--- src/rtl/timer_bank_pkg.sv ---
// Shared definitions for the timer_bank peripheral: channel modes, register offsets, CTRL layout.
// TIMER_BANK_PWM_EN selects whether mode 2 decodes as PWM or falls back to periodic.
package timer_bank_pkg;

    typedef enum logic [1:0] {
        TB_ONESHOT  = 2'd0,
        TB_PERIODIC = 2'd1,
        TB_PWM      = 2'd2
    } tb_mode_e;

    localparam logic [1:0] REG_CTRL  = 2'd0;
    localparam logic [1:0] REG_LOAD  = 2'd1;
    localparam logic [1:0] REG_CMP   = 2'd2;
    localparam logic [1:0] REG_COUNT = 2'd3;

    localparam int CTRL_MODE_LSB = 0;
    localparam int CTRL_EN       = 2;
    localparam int CTRL_IRQ_EN   = 3;
    localparam int CTRL_PEND     = 8;

    // Mode 3 is reserved and behaves as periodic, as does mode 2 without PWM support.
    function automatic tb_mode_e decode_mode(input logic [1:0] mode);
        case (mode)
            2'd0: return TB_ONESHOT;
`ifdef TIMER_BANK_PWM_EN
            2'd2: return TB_PWM;
`endif
            default: return TB_PERIODIC;
        endcase
    endfunction

endpackage

--- src/rtl/timer_bank_ch.sv ---
// One timer_bank channel: tick edge detect, down-counter, LOAD/CMP/CTRL, pending and waveform.
// CMP storage and the PWM comparator exist only when TIMER_BANK_PWM_EN is defined.
module timer_bank_ch
    import timer_bank_pkg::*;
#(
    parameter int WIDTH = 32
) (
    input  logic             clk,
    input  logic             rst_n,
    input  logic             tick_in,
    input  logic             ctrl_we,
    input  logic             load_we,
    input  logic             cmp_we,
    input  logic             count_we,
    input  logic [3:0]       ctrl_wdata,
    input  logic [WIDTH-1:0] wdata,
    output logic [31:0]      ctrl_rd,
    output logic [WIDTH-1:0] load,
    output logic [WIDTH-1:0] cmp,
    output logic [WIDTH-1:0] count,
    output logic             ch_out,
    output logic             irq_req
);

    logic [1:0]       mode_q;
    logic             en_q;
    logic             irq_en_q;
    logic             pend_q;
    logic             out_q;
    logic             tick_q;
    logic [WIDTH-1:0] count_q;
    logic [WIDTH-1:0] load_q;
    tb_mode_e         cur_mode;
    logic             tick;
    logic             start;
    logic             run;

    assign tick     = tick_in & ~tick_q;
    assign cur_mode = decode_mode(mode_q);
    // A 0->1 enable reloads COUNT and swallows that cycle's tick; a disabling write freezes at once.
    assign start    = ctrl_we & ctrl_wdata[CTRL_EN] & ~en_q;
    assign run      = en_q & ~(ctrl_we & ~ctrl_wdata[CTRL_EN]);

    always_ff @(posedge clk or negedge rst_n) begin
        if (!rst_n) begin
            mode_q   <= 2'd0;
            en_q     <= 1'b0;
            irq_en_q <= 1'b0;
            pend_q   <= 1'b0;
            out_q    <= 1'b0;
            tick_q   <= 1'b0;
            count_q  <= '0;
            load_q   <= '0;
        end else begin
            // NOTE: non-blocking assignments here; later statements override earlier ones for the
            // same register, which is how expiry beats a pending-clear and a one-shot enable write.
            tick_q <= tick_in;
            if (load_we) load_q <= wdata;
            if (count_we) pend_q <= 1'b0;
            if (ctrl_we) begin
                mode_q   <= ctrl_wdata[CTRL_MODE_LSB +: 2];
                en_q     <= ctrl_wdata[CTRL_EN];
                irq_en_q <= ctrl_wdata[CTRL_IRQ_EN];
            end
            if (start) begin
                count_q <= load_q;
                if (decode_mode(ctrl_wdata[CTRL_MODE_LSB +: 2]) == TB_ONESHOT) out_q <= 1'b0;
            end else if (run && tick) begin
                if (count_q != '0) begin
                    count_q <= count_q - WIDTH'(1);
                end else begin
                    pend_q <= 1'b1;
                    case (cur_mode)
                        TB_ONESHOT: begin
                            en_q  <= 1'b0;
                            out_q <= 1'b1;
                        end
                        TB_PWM: count_q <= load_q;
                        default: begin
                            count_q <= load_q;
                            out_q   <= ~out_q;
                        end
                    endcase
                end
            end
        end
    end

`ifdef TIMER_BANK_PWM_EN
    logic [WIDTH-1:0] cmp_q;

    always_ff @(posedge clk or negedge rst_n) begin
        if (!rst_n) cmp_q <= '0;
        else if (cmp_we) cmp_q <= wdata;
    end

    assign cmp    = cmp_q;
    assign ch_out = (cur_mode == TB_PWM) ? (en_q & (count_q < cmp_q)) : out_q;
`else
    logic unused_cmp_we;

    assign unused_cmp_we = cmp_we;
    assign cmp           = '0;
    assign ch_out        = out_q;
`endif

    always_comb begin
        // NOTE: default first so every bit is assigned on every path and no latch is inferred.
        ctrl_rd                           = '0;
        ctrl_rd[CTRL_MODE_LSB +: 2]       = mode_q;
        ctrl_rd[CTRL_EN]                  = en_q;
        ctrl_rd[CTRL_IRQ_EN]              = irq_en_q;
        ctrl_rd[CTRL_PEND]                = pend_q;
    end

    assign load    = load_q;
    assign count   = count_q;
    assign irq_req = pend_q & irq_en_q;

endmodule

--- src/rtl/timer_bank.sv ---
// timer_bank: NUM_CH memory-mapped down-counter channels with a combined interrupt on the MIO bus.
// Build with TIMER_BANK_PWM_EN defined to include PWM mode and the CMP registers.
module timer_bank
    import timer_bank_pkg::*;
#(
    parameter int  NUM_CH = 3,
    parameter int  WIDTH  = 32,
    localparam int AW     = $clog2(NUM_CH) + 2
) (
    input  logic              clk,
    input  logic              rst_n,
    input  logic [NUM_CH-1:0] tick_in,
    input  logic              we,
    input  logic [AW-1:0]     addr,
    input  logic [31:0]       wdata,
    output logic [31:0]       rdata,
    output logic [NUM_CH-1:0] ch_out,
    output logic              irq
);

    logic [AW-1:0]    ch_idx;
    logic [1:0]       reg_sel;
    logic             ch_ok;
    logic [31:0]      ctrl_rd  [NUM_CH];
    logic [WIDTH-1:0] load_rd  [NUM_CH];
    logic [WIDTH-1:0] cmp_rd   [NUM_CH];
    logic [WIDTH-1:0] count_rd [NUM_CH];
    logic [NUM_CH-1:0] irq_req;
    logic [31:0]      rd_next;

    // Channel index kept at full address width so out-of-range channels compare cleanly.
    assign ch_idx  = addr >> 2;
    assign reg_sel = addr[1:0];
    assign ch_ok   = ch_idx < AW'(NUM_CH);

    for (genvar g = 0; g < NUM_CH; g++) begin : g_ch
        logic sel;

        assign sel = we & ch_ok & (ch_idx == AW'(g));

        timer_bank_ch #(.WIDTH(WIDTH)) u_ch (
            .clk       (clk),
            .rst_n     (rst_n),
            .tick_in   (tick_in[g]),
            .ctrl_we   (sel && reg_sel == REG_CTRL),
            .load_we   (sel && reg_sel == REG_LOAD),
            .cmp_we    (sel && reg_sel == REG_CMP),
            .count_we  (sel && reg_sel == REG_COUNT),
            .ctrl_wdata(wdata[3:0]),
            .wdata     (wdata[WIDTH-1:0]),
            .ctrl_rd   (ctrl_rd[g]),
            .load      (load_rd[g]),
            .cmp       (cmp_rd[g]),
            .count     (count_rd[g]),
            .ch_out    (ch_out[g]),
            .irq_req   (irq_req[g])
        );
    end

    always_comb begin
        rd_next = '0;
        for (int i = 0; i < NUM_CH; i++) begin
            if (ch_ok && ch_idx == AW'(i)) begin
                case (reg_sel)
                    REG_CTRL: rd_next = ctrl_rd[i];
                    REG_LOAD: rd_next = 32'(load_rd[i]);
                    REG_CMP:  rd_next = 32'(cmp_rd[i]);
                    default:  rd_next = 32'(count_rd[i]);
                endcase
            end
        end
    end

    always_ff @(posedge clk or negedge rst_n) begin
        if (!rst_n) rdata <= '0;
        else rdata <= rd_next;
    end

    assign irq = |irq_req;

endmodule
--- config.mk ---
export PLATFORM = sky130hd
export DESIGN_NAME = timer_bank
export DESIGN_NICKNAME = d
export VERILOG_FILES = /design/src/rtl/timer_bank_pkg.sv /design/src/rtl/timer_bank_ch.sv /design/src/rtl/timer_bank.sv
export SDC_FILE = /design/constraint.sdc
export NUM_CORES = 1
export LEC_CHECK = 0
export CORE_ASPECT_RATIO = 0.6
export CORE_MARGIN = 2
export CORE_UTILIZATION = 30
export DETAILED_ROUTE_END_ITERATION = 6
export PLACE_DENSITY = 0.44
export SYNTH_ARGS = -nofsm -noshare
export SYNTH_HDL_FRONTEND = slang
export SYNTH_SLANG_ARGS = --single-unit
--- constraint.sdc ---
create_clock -name clk -period 3.2 [get_ports clk]
set_input_delay 0.48 -clock clk [delete_from_list [all_inputs] [get_ports clk]]
set_output_delay 0.48 -clock clk [all_outputs]
set_load 0.02 [all_outputs]
== Word-level counts from Yosys, hierarchy flattened ==
Index checks and enable logic that the tools add are counted.
Word-level totals
  register bits after elaboration: 245
  output and inout port bits: 36
Cells by class
  bitwise logic cells: 35
  eq/ne operators: 20
  add/subtract/negate cells: 3
  mux-type cells: 67
  reduce and logical (&&, ||, !) cells: 40
  $lt $le $gt $ge: 1
Operators by type and width (number)
  two-way mux 32 bit: 15
  case mux 32 bit (3 select lines): 3
  nonzero test 32 bit: 3
  subtractor 32 x 1 -> 32 bit, second input constant: 3
  two-way mux 1 bit: 43
  bitwise AND 1 bit: 22
  logical NOT 2 bit: 11
  logical AND 1 bit: 15
  NOT 1 bit: 13
  == test 2 bit, second input constant: 6
  inequality test 2 x 1 -> 1 bit, second input constant: 6
  AND reduction 4 bit: 3
  inequality test 3 x 1 -> 1 bit, second input constant: 3
  two-way mux 2 bit: 3
  inequality test 2 bit, second input constant: 3
  case mux 1 bit (2 select lines): 3
  AND reduction 2 bit: 3
  nonzero test 2 bit: 3
  == test 2 x 1 -> 1 bit, second input constant: 2
  logical NOT 4 bit: 1
  OR reduction 3 bit: 1
  < comparator 2 bit, second input constant: 1

== Logic depth before layout (Yosys ltp) ==
Gate-level depths: netlist of run 1.
  word-level depth: 10
  depth in mapped cells: 10

== By module ==
Synthesis of run 1 repeated with hierarchy kept, for this count alone.
Second synthesis, totals
  cell total of the unflattened synthesis: 1569
  area total of the unflattened synthesis: 16582.2 µm²
Modules (own cells, without submodules)
  timer_bank_ch: cells an instance 430, times used 3, area each 4287.9 µm²
  timer_bank: cells an instance 279, times used 1, area each 3718.6 µm²

== Least setup slack after synthesis of run 1 ==
No wires, ideal clock.
  path type: register to register
  start: register g_ch[1].u_ch.count_q[18]
  end: register g_ch[1].u_ch.count_q[0]
  clock period less this slack: 2.732 ns
  setup time: 0.126 ns
  required time: 3.074 ns
  path slack: 0.468 ns
  data arrival time: 2.606 ns
  stages on the path, launching flop included: 7
  path through: dfrtp_1 > or4_4 > or3_4 > or3_4 > o41ai_4 > nor2_1 > a221o_1
On the way
  word-level cells in the longest chain between the ends: 4
  elaborated cells between the ends (all ways): 6
  classes of those cells: eq/ne: 1; mux: 3; reduce/logical: 2
Ends and longest elaborated chain
  start: declaration: RTL line timer_bank_ch.sv:31  | logic [WIDTH-1:0] count_q;
  start signal: assignment: RTL line timer_bank_ch.sv:66  | count_q <= load_q;
  start signal: assignment: RTL line timer_bank_ch.sv:70  | count_q <= count_q - WIDTH'(1);
  start signal: assignment: RTL line timer_bank_ch.sv:78  | TB_PWM: count_q <= load_q;
  nonzero test 32 bit *: RTL line timer_bank_ch.sv:69  | if (count_q != '0) begin
  two-way mux 32 bit: RTL line timer_bank_ch.sv:69
  two-way mux 32 bit: RTL line timer_bank_ch.sv:68  | end else if (run && tick) begin
  two-way mux 32 bit: RTL line timer_bank_ch.sv:65  | if (start) begin
Mark *: on every way between the ends. The rest lies on a longest branch, timed or not. The select of a mux whose other input is x is not followed.
A chain may end at the register's enable or synchronous reset.

== Final worst setup path of run 1 ==
  start: register g_ch[1].u_ch.count_q[18]
  end: register g_ch[1].u_ch.count_q[23]
On the way
  word-level cells in the longest chain between the ends: 4
  elaborated cells between the ends (all ways): 7
  classes of those cells: add/sub: 1; eq/ne: 1; mux: 3; reduce/logical: 2
Ends and longest elaborated chain (RTL line)
  subtractor 32 x 1 -> 32 bit or nonzero test 32 bit (tied branches): timer_bank_ch.sv:70, timer_bank_ch.sv:69
  two-way mux 32 bit: timer_bank_ch.sv:69
  two-way mux 32 bit: timer_bank_ch.sv:68
  two-way mux 32 bit: timer_bank_ch.sv:65
Several ways; a longest one is shown, not always the timed one. The select of a mux whose other input is x is not followed.

==> metrics.md, run 1 <==
| Metric | Value |
|---|---|
| Leading cell types in the layout, fill and taps excluded | `dfrtp_1, mux2_2, nor2_1, a21oi_1, o21ai_0` |
| Detailed Place HPWL | `38.61 mm` |
| Critical path class | `register to register` |
| Least-Margin Pin Slew | `~1.2 ns` |
| First-pass GRT wire length | `78.46 mm` |
| Finish-stage setup viols | `0` |
| Count of pins over their slew limit | `0` |
| Post-synth top area share | `45.35%` |
| Met1 GRT Util | `35.28%` |
| Sequential Power Share | `43.7%` |
| Initial antenna violation count | `1` |
| Total grt overflow | `0` |
| Clock sinks | `245` |
| Syn avg cell area | `9.840 um^2` |
| Int Power | `a little under 7000 uW` |
| Die span in y | `168.4 um` |
| Tmin final | `approximately 3.1 ns` |
| Largest net degree at the start of global routing | `between 80 and 90` |
| I/O Buffers | `77` |
| Hold Vio Cnt, Final | `0` |
| Critical path capture point | `g_ch[1].u_ch.count[23]` |
| Synthesis-stage register bit count | `between 200 and 250` |
| Switch share | `36.11%` |
| DRC viols | `0` |
| Post-synthesis cell type count | `68` |
| PwrDens | `652.6 nW/um^2` |
| R2r startpoint | `g_ch[1].u_ch.count[18]` |
| Nets | `1519` |
| Status | `completed` |
| Period utilization | `between 90% and 100%` |
| Gr busiest metal | `met1` |
| Min-delay worst type | `primary input to register` |
| Synthesized area | `around 14000 um^2` |
| Clock slew at the register clock pins of the worst setup and hold paths | `0.06 ns` |
| Vias in the first global route | `approximately 12k` |
| Commonest non-fill, non-tap cell in the layout | `dfrtp_1` |
| CP startpoint kind | `register` |
| Comb power frac | `27.7%` |
| Yosys top cell by area | `dfrtp_1` |
| Critical path capture point type | `register` |
| Fin worst setup slack | `0.05106 ns` |
| Die W | `278.1 um` |
| CP Max Fanout | `39` |
| Fmax | `317.6 MHz` |
| Clk network pwr share | `28.6%` |
| Final wirelength | `51.72 mm` |
| Drt pass-1 iters | `5` |
| Hold buffer count at CTS | `1` |
| Arrival @ worst endpoint | `3.61 ns` |
| H-tree level count | `1` |
| Static Leak | `0.006786 uW` |
| NetSw | `around 3800 uW` |
| Mapped Cells | `1374` |
| Vias per Instance | `between 5 and 6` |
| Reg2Reg Depth | `7` |
| FF-to-FF setup slack | `between 0.05 and 0.06 ns` |
| Max-cap violations | `0` |
| Setup Buffers After CTS | `0` |
| N_diodes | `0` |
| Post-synthesis sequential area ratio | `45.35%` |
| Ys flop type | `dfrtp_1` |
| Asr flop ratio synth | `100.0%` |
| 1st-iter DRT viols | `~1.2k` |
| Worst-skew pair later-pin latency | `0.58 ns` |
| Remaining antenna violation count after routing | `0` |
| Critical Path Start | `g_ch[1].u_ch.count[18]` |
| Post-synth EDFFs | `0` |
| Initial core utilization | `30.27%` |
| Setup WS pre-CTS | `0.06687 ns` |
| Vias | `11.89k` |
| Final setup skew | `roughly 0.033 ns` |
| Mapped Nets | `around 1.4k` |
| RSZ-0062 raised after global routing | `false` |
| CTS Buffer Depth | `3` |
| Ports | `78` |
| FILL cells | `around 4.5k` |
| Area of the core | `44670 um^2` |
| Layout area overhead | `20.39%` |
| RR Endpoint | `g_ch[1].u_ch.count[23]` |
| GPL Wtd Cong | `0.8925` |
| Gr usage total | `22.20%` |
| Worst Path Required | `3.66 ns` |
| Max VDD drop | `between 300 and 400 uV` |
| CTS buffer count | `27` |
| Dominant cells by area after synthesis | `dfrtp_1, mux2_2, mux2i_1, a21oi_1, o21ai_0` |
| Clock root cell | `clkbuf_16` |
| CTS tree | `done` |
| WL/cell | `24.89 um` |
| Layout cells sized above 1 | `19.61%` |
| YS warnings | `0` |
| Setup_tns | `0 ns` |
| Cell Rows | `60` |
| GR Util met3 | `3.553%` |
| PostCTS Resize Cnt | `0` |
| Met2 global-route usage | `a little under a third` |
| Die area | `46840 um^2` |
| Max_slew headroom | `roughly 23%` |
-- power by group through the flow --
| stage | combinational, uW | sequential [uW] | clock [uW] |
|---|---|---|---|
| floorplan | 1750 | 4410 | 0 |
| global placement | 2890 | 4680 | 0 |
| detailed placement | 2910 | 4680 | 0 |
| CTS | 2930 | 4630 | 3140 |
| global route | 3200 | 4750 | 3270 |
| finish | 2940 | 4640 | 3040 |
-- registers in the layout, summed over array words and instances (netlist names) --
| name | cells |
|---|---|
| g_ch.u_ch.ch_out | 3 |
| g_ch.u_ch.load | 96 |
| rdata | 32 |
| g_ch.u_ch.en_q | 3 |
| g_ch.u_ch.irq_en_q | 3 |
| g_ch.u_ch.tick_q | 3 |
| g_ch.u_ch.pend_q | 3 |
| g_ch.u_ch.count | 96 |
| g_ch.u_ch.mode_q | 6 |
-- final cells by class --
cell class | count | area [um^2] | share of cell area, %
multi-input combinational | 990 | 6867 | 42.19
sequential | 245 | 6131 | 37.67
timing repair buffer | 173 | 1597 | 9.809
tap | 589 | 737.0 | 4.528
clock buffer | 37 | 733.2 | 4.505
inverter | 34 | 127.6 | 0.7841
clock inverter | 10 | 85.08 | 0.5227
-- how the worst min path moves through the flow --
stage                                 startpoint  cells after the start  slack [ns]                      to
after detailed placement     g_ch[2].u_ch.pend_q                      2        0.51     g_ch[2].u_ch.pend_q
after CTS                             tick_in[1]                      1        0.37     g_ch[1].u_ch.tick_q
final                                 tick_in[1]                      1        0.40     g_ch[1].u_ch.tick_q
after floorplan                            rst_n                      0        0.18     g_ch[0].u_ch.ch_out
after global routing                  tick_in[1]                      1        0.39     g_ch[1].u_ch.tick_q
after global placement    g_ch[0].u_ch.count[27]                      1        0.51  g_ch[0].u_ch.count[27]
-- through the flow --
step / utilization, % / total power [uW] / cell area (um^2) / std cells / hold WS, ns
2_1_floorplan: - / 6164 / 13520 / 1374 / 0.1844
3_3_place_gp: 34.59 / 7564 / 15450 / 2030 / 0.5131
3_5_place_dp: 34.59 / 7588 / 15450 / 2030 / 0.5059
4_1_cts: 36.44 / 10690 / 16280 / 2078 / 0.3743
5_1_grt: 36.44 / 11230 / 16280 / 2078 / 0.3941
6_report: 36.44 / 10620 / 16280 / 2078 / 0.4034
-- worst max-delay path, stage by stage, from the launching register on --
cell and delay (ns):
dfrtp_1 0.44, or4_4 0.61, or3_4 0.45, or3_4 0.49, o41a_1 0.39, buf_4 0.27
o21a_1 0.17, o22a_1 0.17
-- kinds of logic after synthesis --
kind of cell	share of synthesized area, %
DFF	45.35
buffers and inverters	4.155
muxes	14.78
adders and majority gates	0.5552
and+or+nand+nor	15.53
AOI/OAI and AO/OA	19.64
-- synth_stat cells (6+ instances only) --
| master | number |
|---|---|
| nor3_1 | 53 |
| inv_1 | 34 |
| mux2i_1 | 59 |
| a211oi_1 | 9 |
| or4_1 | 9 |
| nor4_1 | 32 |
| a221oi_1 | 11 |
| o2bb2ai_1 | 27 |
| a22oi_1 | 29 |
| or3_1 | 17 |
| o211ai_1 | 6 |
| mux2_2 | 125 |
| nand2b_1 | 11 |
| o22a_1 | 10 |
| o32ai_1 | 7 |
| a21oi_1 | 92 |
| clkbuf_1 | 73 |
| buf_1 | 21 |
| nor2_1 | 103 |
| o22ai_1 | 6 |
| nand2_1 | 69 |
| a2bb2oi_1 | 21 |
| nand3_1 | 37 |
| and3_1 | 8 |
| nand4_1 | 21 |
| o21ai_0 | 92 |
| o211a_1 | 6 |
| o221ai_1 | 21 |
| ha_1 | 6 |
| and2_1 | 7 |
| dfrtp_1 | 245 |
| or2_2 | 8 |
| a31oi_1 | 16 |
-- per-layer routing --
| metal | wire length (um) | part of all wire (%) |
|---|---|---|
| met1 | 26820 | 52 |
| met2 | 21380 | 41 |
| met3 | 2892 | 5.6 |
| met4 | 626 | 1.2 |
| met5 | 0 | 0 |
(Power assumes the default switching activity.)
==> run 2, diff against run 1 <==
CORE_UTILIZATION = 40   (was 30)
PLACE_DENSITY = 0.55   (was 0.44)
SLEW_MARGIN = 25   (was default)
==> run 2 against run 1 <==
  * Sequential share of layout area grew 0.37 points
  * Register-to-register slack improved by 0.13 ns
  * Via count is 1.6% higher
  * Sequential power up 2%
  * Non-clock buffer count down 15
  * Highest routed layer unchanged
==> metrics.md, run 2 (synthesis results as in run 1) <==
| Metric | Value |
|---|---|
| Max-cap violations | `0 (unchanged)` |
| Finish-stage setup viols | `0 (unchanged)` |
| Clock slew at the register clock pins of the worst setup and hold paths | `0.07 ns (about the same)` |
| Total power | `10660 uW (+0.31%)` |
| Register Area | `6131 um^2 (unchanged)` |
| H-tree level count | `1 (unchanged)` |
| CP Max Fanout | `22 (-44%)` |
| Die span in y | `146.4 um (-13%)` |
| Count of pins over their slew limit | `0 (unchanged)` |
| Vias | `12.08k (+1.6%)` |
| Die area | `35340 um^2 (-25%)` |
| Arrival @ worst endpoint | `3.47 ns (-0.14 ns)` |
| Most used cell, CP | `or3_4` |
| 1st-iter DRT viols | `1185 (+1.5%)` |
| Commonest non-fill, non-tap cell in the layout | `dfrtp_1` |
| Remaining antenna violation count after routing | `0 (unchanged)` |
| Min-delay src | `tick_in[0]` |
| Clock sinks | `245 (unchanged)` |
| Comb power frac | `25.9% (-1.8 points)` |
| Cell Rows | `52 (-13%)` |
| Int Power | `6887 uW (+1.5%)` |
| Fmax | `331.4 MHz (+4.4%)` |
| CTS tree | `done` |
| CTS Buffer Depth | `3 (unchanged)` |
| Met1 GRT Util | `44.19% (+8.9 points)` |
| Initial antenna violation count | `0 (-1)` |
| GPL Wtd Cong | `0.9498 (+6.4%)` |
| NetSw | `3769 uW (-1.7%)` |
| Max_slew headroom | `26.47% (+3.5 points)` |
| Critical path buffers and inverters | `1 (unchanged)` |
| Family with the most delay on the worst path | `simple AND/OR/NAND/NOR gates` |
| Largest net degree at the start of global routing | `83 (+2.5%)` |
| Detailed Place HPWL | `35.23 mm (-8.8%)` |
| Cell area after placement | `15220 um^2 (-1.5%)` |
| Hold depth | `1 (unchanged)` |
| Post-route cell area | `16120 um^2 (-0.98%)` |
| Slowest CP cell | `or4_4` |
| Final setup skew | `0.01519 ns (-0.01795 ns)` |
| First-pass GRT wire length | `73.07 mm (-6.9%)` |
| Vias in the first global route | `11.43k (-1.7%)` |
| Critical path capture point type | `register` |
| CTS buffer count | `26 (-3.7%)` |
| WL/cell | `24.88 um (about the same)` |
| FILL cells | `3186 (-29%)` |
| Total grt overflow | `0 (unchanged)` |
| Multi-input logic area | `6874 um^2 (+0.11%)` |
| Crit-path cells | `or4_4, or3_4, or3_4, o41ai_4, buf_12, a21oi_1, o22a_1` |
| N_diodes | `0 (unchanged)` |
| Area of the core | `33510 um^2 (-25%)` |
| RR Endpoint | `g_ch[1].u_ch.count[16]` |
| Reg2Reg Depth | `7 (unchanged)` |
| Leading cell types in the layout, fill and taps excluded | `dfrtp_1, mux2_2, nor2_1, a21oi_1, o21ai_0` |
| Period utilization | `94.29% (-4.1 points)` |
| Critical path class | `register to register` |
| Worst Path Required | `3.65 ns (about the same)` |
| Clock root cell | `clkbuf_16` |
| Hold Vio Cnt, Final | `0 (unchanged)` |
| Vias per Instance | `6.248 (+9.2%)` |
| Final wirelength | `48.13 mm (-7.0%)` |
| Worst-skew pair later-pin latency | `0.57 ns (about the same)` |
| R2r startpoint | `g_ch[1].u_ch.count[18]` |
| Status | `completed` |
| Gr usage total | `27.46% (+5.3 points)` |
| Least-Margin Pin Slew | `1.102 ns (-0.05267 ns)` |
| Critical Path Max Stage Delay | `0.58 ns (-0.03 ns)` |
| Die W | `241.4 um (-13%)` |
| PwrDens | `661.2 nW/um^2 (+1.3%)` |
| Gr busiest metal | `met1` |
| Layout cells sized above 1 | `18.85% (-0.76 points)` |
| Static Leak | `0.006780 uW (about the same)` |
| Met2 global-route usage | `36.95% (+5.2 points)` |
| FF-to-FF setup slack | `0.18 ns (+0.13 ns)` |
| RSZ-0062 raised after global routing | `false` |
| Nets | `1503 (-1.1%)` |
| Max VDD drop | `425.1 uV (+18%)` |
| Layout area overhead | `19.20%` |
| PostCTS Resize Cnt | `0 (unchanged)` |
| Clk network pwr share | `29.8% (+1.2 points)` |
| CP startpoint kind | `register` |
| Tmin final | `3.017 ns (-0.1315 ns)` |
| Hold EP | `g_ch[0].u_ch.tick_q` |
| Initial core utilization | `40.35% (+10 points)` |
| I/O Buffers | `77 (unchanged)` |
| Finished Core Util | `48.10% (+12 points)` |
| GR Util met3 | `5.426% (+1.9 points)` |
| Switch share | `35.37% (-0.74 points)` |
| Drt pass-1 iters | `6 (+1)` |
| DRC viols | `0 (unchanged)` |
| Min-delay worst type | `primary input to register` |
| Sequential Power Share | `44.3% (+0.6 points)` |
| Ports | `78 (unchanged)` |
| Setup_tns | `0 ns (unchanged)` |
==> run 2: cell types whose count changed in the layout (fill, tap and decap cells not counted), moves of 3 or more <==
cell and delta:
buf_12 +4, clkinv_2 -3, clkbuf_8 +3, buf_4 -19
==> run 2: worst register-to-register path, stage by stage (launching register included) <==
cell and delay (ns):
dfrtp_1 0.42, or4_4 0.58, or3_4 0.46, or3_4 0.46, o41ai_4 0.49, buf_12 0.23, a21oi_1 0.08, o22a_1 0.20
==> run 2: area by class of cell <==
cell class,count,area share (%)
Tap cell,459,3.563
Sequential cell,245,38.04
Clock buffer,40,4.806
Inverter,34,0.7919
Multi-Input combinational cell,990,42.65
Timing Repair Buffer,158,9.518
Clock inverter,8,0.6288
==> run 2: worst max-delay path by stage <==
stage | to | slack [ns] | depth (start not counted) | from
after floorplan | g_ch[1].u_ch.count[0] | 0.47 | 6 | g_ch[1].u_ch.count[18]
final | g_ch[1].u_ch.count[16] | 0.18 | 7 | g_ch[1].u_ch.count[18]
after detailed placement | g_ch[0].u_ch.count[3] | 0.12 | 8 | addr[0]
after CTS | g_ch[1].u_ch.count[16] | 0.18 | 7 | g_ch[1].u_ch.count[18]
after global routing | g_ch[0].u_ch.count[30] | 0.04 | 8 | g_ch[0].u_ch.count[0]
after global placement | g_ch[0].u_ch.count[3] | 0.13 | 8 | addr[0]
==> run 2: routing by layer <==
metal  part of all wire (%)  up-vias  routed length (um)
li1                       -     5366                   -
met1                     49     6085               23630
met2                     40      559               19350
met3                    8.4       73                4056
met4                    2.3        0                1090
met5                      0        -                   0
==> run 2: through the flow <==
step / instances / setup WS, ns / hold WS, ns
finish: 1934 / 0.1826 / 0.3982
global route: 1934 / 0.04155 / 0.3905
CTS: 1934 / 0.1801 / 0.3808
detailed placement: 1885 / 0.1191 / 0.5003
global placement: 1885 / 0.1326 / 0.5013
floorplan: 1374 / 0.4681 / 0.1844
==> run 2: power groups by stage <==
stage	Clock [uW]	Combinational [uW]	Sequential, uW
global route	3350	3000	4830
detailed placement	0	2720	4740
global placement	0	2660	4720
CTS	3230	2740	4680
finish	3180	2760	4720
floorplan	0	1750	4410
==> run 2: what timing repair did <==
action,in CTS,in global routing
endpoints found under the hold margin,77,0
hold buffers,1,0
buffers inserted,0,0
==> run 3, diff against run 2 <==
CORE_MARGIN = 5   (was 2)
SYNTH_HIERARCHICAL = 1   (was default)
==> run 3 against run 2 <==
  * Design area rose by 15%
  * Clock-buffer cell count fell by 4
  * Die area rose by 29%
  * Final cell count rose by 13%
  * Register-to-register slack improved by 0.19 ns
  * Global-route usage fell by 5.3 points
  * First-iteration DRC count rose by 13%
  * Critical path depth fell by 1
  * Non-clock buffer count rose by 8
  * Core utilization fell by 2.6 points
  * Critical endpoint is now g_ch[1].u_ch/count[29]
==> metrics.md, run 3 <==
| Metric | Value |
|---|---|
| Status | `completed` |
| Clk network pwr share | `30.1% (+0.3 points)` |
| Clock slew at the register clock pins of the worst setup and hold paths | `0.07 ns (about the same)` |
| Largest net degree at the start of global routing | `72 (-13%)` |
| Synthesized area | `16560 um^2 (+23%)` |
| Layout area overhead | `11.68%` |
| Mapped Cells | `1565 (+14%)` |
| Post-route cell area | `18500 um^2 (+15%)` |
| Sequential Power Share | `41.6% (-2.7 points)` |
| Max-cap violations | `0 (unchanged)` |
| I/O Buffers | `77 (unchanged)` |
| First-pass GRT wire length | `78.62 mm (+7.6%)` |
| CP Max Fanout | `7 (-68%)` |
| Initial core utilization | `40.75% (+0.40 points)` |
| Arrival @ worst endpoint | `3.26 ns (-0.21 ns)` |
| Slowest CP cell | `or4_1` |
| Reg2Reg Depth | `6 (-1)` |
| CP startpoint kind | `register` |
| Ports | `78 (unchanged)` |
| Switch share | `35.34% (about the same)` |
| Worst-skew pair later-pin latency | `0.56 ns (about the same)` |
| Initial antenna violation count | `1 (+1)` |
| Clock sinks | `245 (unchanged)` |
| Remaining antenna violation count after routing | `0 (unchanged)` |
| Leading cell types in the layout, fill and taps excluded | `dfrtp_1, conb_1, nand2_1, o21ai_0, mux2_2` |
| Fmax | `354.1 MHz (+6.8%)` |
| DRC viols | `0 (unchanged)` |
| Crit-path cells | `or4_1, nor3_4, nand3_1, nor4_1, a31oi_1, o22a_1` |
| Layout cells sized above 1 | `24.14% (+5.3 points)` |
| Gr usage total | `22.19% (-5.3 points)` |
| Critical Path Max Stage Delay | `0.77 ns (+0.19 ns)` |
| Die area | `45720 um^2 (+29%)` |
| CTS Buffer Depth | `3 (unchanged)` |
| Period utilization | `88.26% (-6.0 points)` |
| Detailed Place HPWL | `37.69 mm (+7.0%)` |
| Worst Path Required | `3.63 ns (-0.02 ns)` |
| Hold buffer count at CTS | `1 (unchanged)` |
| Setup Buffers After CTS | `0 (unchanged)` |
| Final setup skew | `0.01336 ns (-0.001826 ns)` |
| PwrDens | `594.9 nW/um^2 (-10%)` |
| Least-Margin Pin Slew | `0.8551 ns (-0.2467 ns)` |
| Critical Path Start | `g_ch[1].u_ch/count[2]` |
| Final wirelength | `51.42 mm (+6.9%)` |
| Hold Vio Cnt, Final | `0 (unchanged)` |
| Critical path capture point type | `register` |
| Hold slack final | `0.4028 ns (+0.004622 ns)` |
| Cell Rows | `57 (+9.6%)` |
| Comb power frac | `28.3% (+2.4 points)` |
| Max_slew headroom | `42.99% (+17 points)` |
| NetSw | `3889 uW (+3.2%)` |
| Vias per Instance | `5.806 (-7.1%)` |
| Vias | `12.70k (+5.1%)` |
| R2r startpoint | `g_ch[1].u_ch/count[2]` |
| CTS tree | `done` |
| Commonest non-fill, non-tap cell in the layout | `dfrtp_1` |
| Critical path capture point | `g_ch[1].u_ch/count[29]` |
| Critical path class | `register to register` |
| PostCTS Resize Cnt | `0 (unchanged)` |
| Vias in the first global route | `12.43k (+8.8%)` |
| Setup_tns | `0 ns (unchanged)` |
| Max VDD drop | `352.6 uV (-17%)` |
| Area of the core | `40650 um^2 (+21%)` |
| Cell area after placement | `17580 um^2 (+16%)` |
| Count of pins over their slew limit | `0 (unchanged)` |
| Total grt overflow | `0 (unchanged)` |
| Die span in y | `167.6 um (+14%)` |
| FF-to-FF setup slack | `0.38 ns (+0.19 ns)` |
| YS warnings | `6 (+6)` |
| WL/cell | `23.50 um (-5.6%)` |
| Drt pass-1 iters | `5 (-1)` |
| Finish-stage setup viols | `0 (unchanged)` |
| Static Leak | `0.007803 uW (+15%)` |
| Min-delay worst type | `primary input to register` |
| CTS buffer count | `26 (unchanged)` |
| Tmin final | `2.824 ns (-0.1931 ns)` |
| FILL cells | `3871 (+22%)` |
| 1st-iter DRT viols | `1339 (+13%)` |
| GPL Wtd Cong | `0.9674 (+1.9%)` |
| H-tree level count | `1 (unchanged)` |
| RSZ-0062 raised after global routing | `false` |
| Syn avg cell area | `10.58 um^2 (+7.6%)` |
| N_diodes | `0 (unchanged)` |
| Int Power | `7116 uW (+3.3%)` |
| Nets | `1687 (+12%)` |
| RR Endpoint | `g_ch[1].u_ch/count[29]` |
| Clock root cell | `clkbuf_16` |
| Die W | `272.7 um (+13%)` |
-- run 3: stage by stage --
stage,total power (uW),utilization [%],setup WS [ns],instances
floorplan,6569,-,0.5488,1739
global route,11530,45.51,0.2676,2188
global placement,7552,43.19,0.1539,2140
finish,11010,45.51,0.3756,2188
detailed placement,7650,43.25,0.1735,2141
CTS,11020,45.51,0.5274,2188
-- run 3: worst min-delay path by stage --
stage	from	endpoint	slack (ns)	depth (start not counted)
floorplan	rst_n	g_ch[0].u_ch/ch_out	0.18	0
global placement	rst_n	g_ch[2].u_ch/load[4]	0.50	1
detailed placement	rst_n	g_ch[2].u_ch/load[4]	0.51	1
CTS	tick_in[2]	g_ch[2].u_ch/tick_q	0.38	1
global route	tick_in[2]	g_ch[2].u_ch/tick_q	0.39	1
finish	tick_in[0]	g_ch[0].u_ch/tick_q	0.40	1
-- run 3: layer usage --
metal | global-route usage [%] | part of all wire, %
met2 | 31.40 | 41
met5 | 0 | 0.025
met4 | 4.163 | 2.2
met3 | 5.449 | 8.9
met1 | 34.56 | 47
-- run 3: cell type report --
class | count | area [um^2] | area share (%)
multi-input combinational | 1167 | 8971 | 48.50
inverter | 33 | 123.9 | 0.6696
sequential | 245 | 6131 | 33.14
clock inverter | 10 | 156.4 | 0.8455
timing repair buffer | 166 | 1703 | 9.205
clock buffer | 36 | 749.5 | 4.051
tap | 531 | 664.4 | 3.591
-- run 3: critical path: cells and delay by family, from the launching register on --
kind / cells / cell delay, ns
compound gates: 2 / 0.34
simple gates: 4 / 1.90
flops: 1 / 0.45
-- run 3: power by group through the flow --
| stage | sequential, uW | combinational (uW) | clock, uW |
|---|---|---|---|
| after floorplan | 4390 | 2180 | 0 |
| after global placement | 4570 | 2980 | 0 |
| after detailed placement | 4610 | 3040 | 0 |
| after CTS | 4560 | 3060 | 3400 |
| after global routing | 4680 | 3330 | 3520 |
| final | 4580 | 3120 | 3310 |
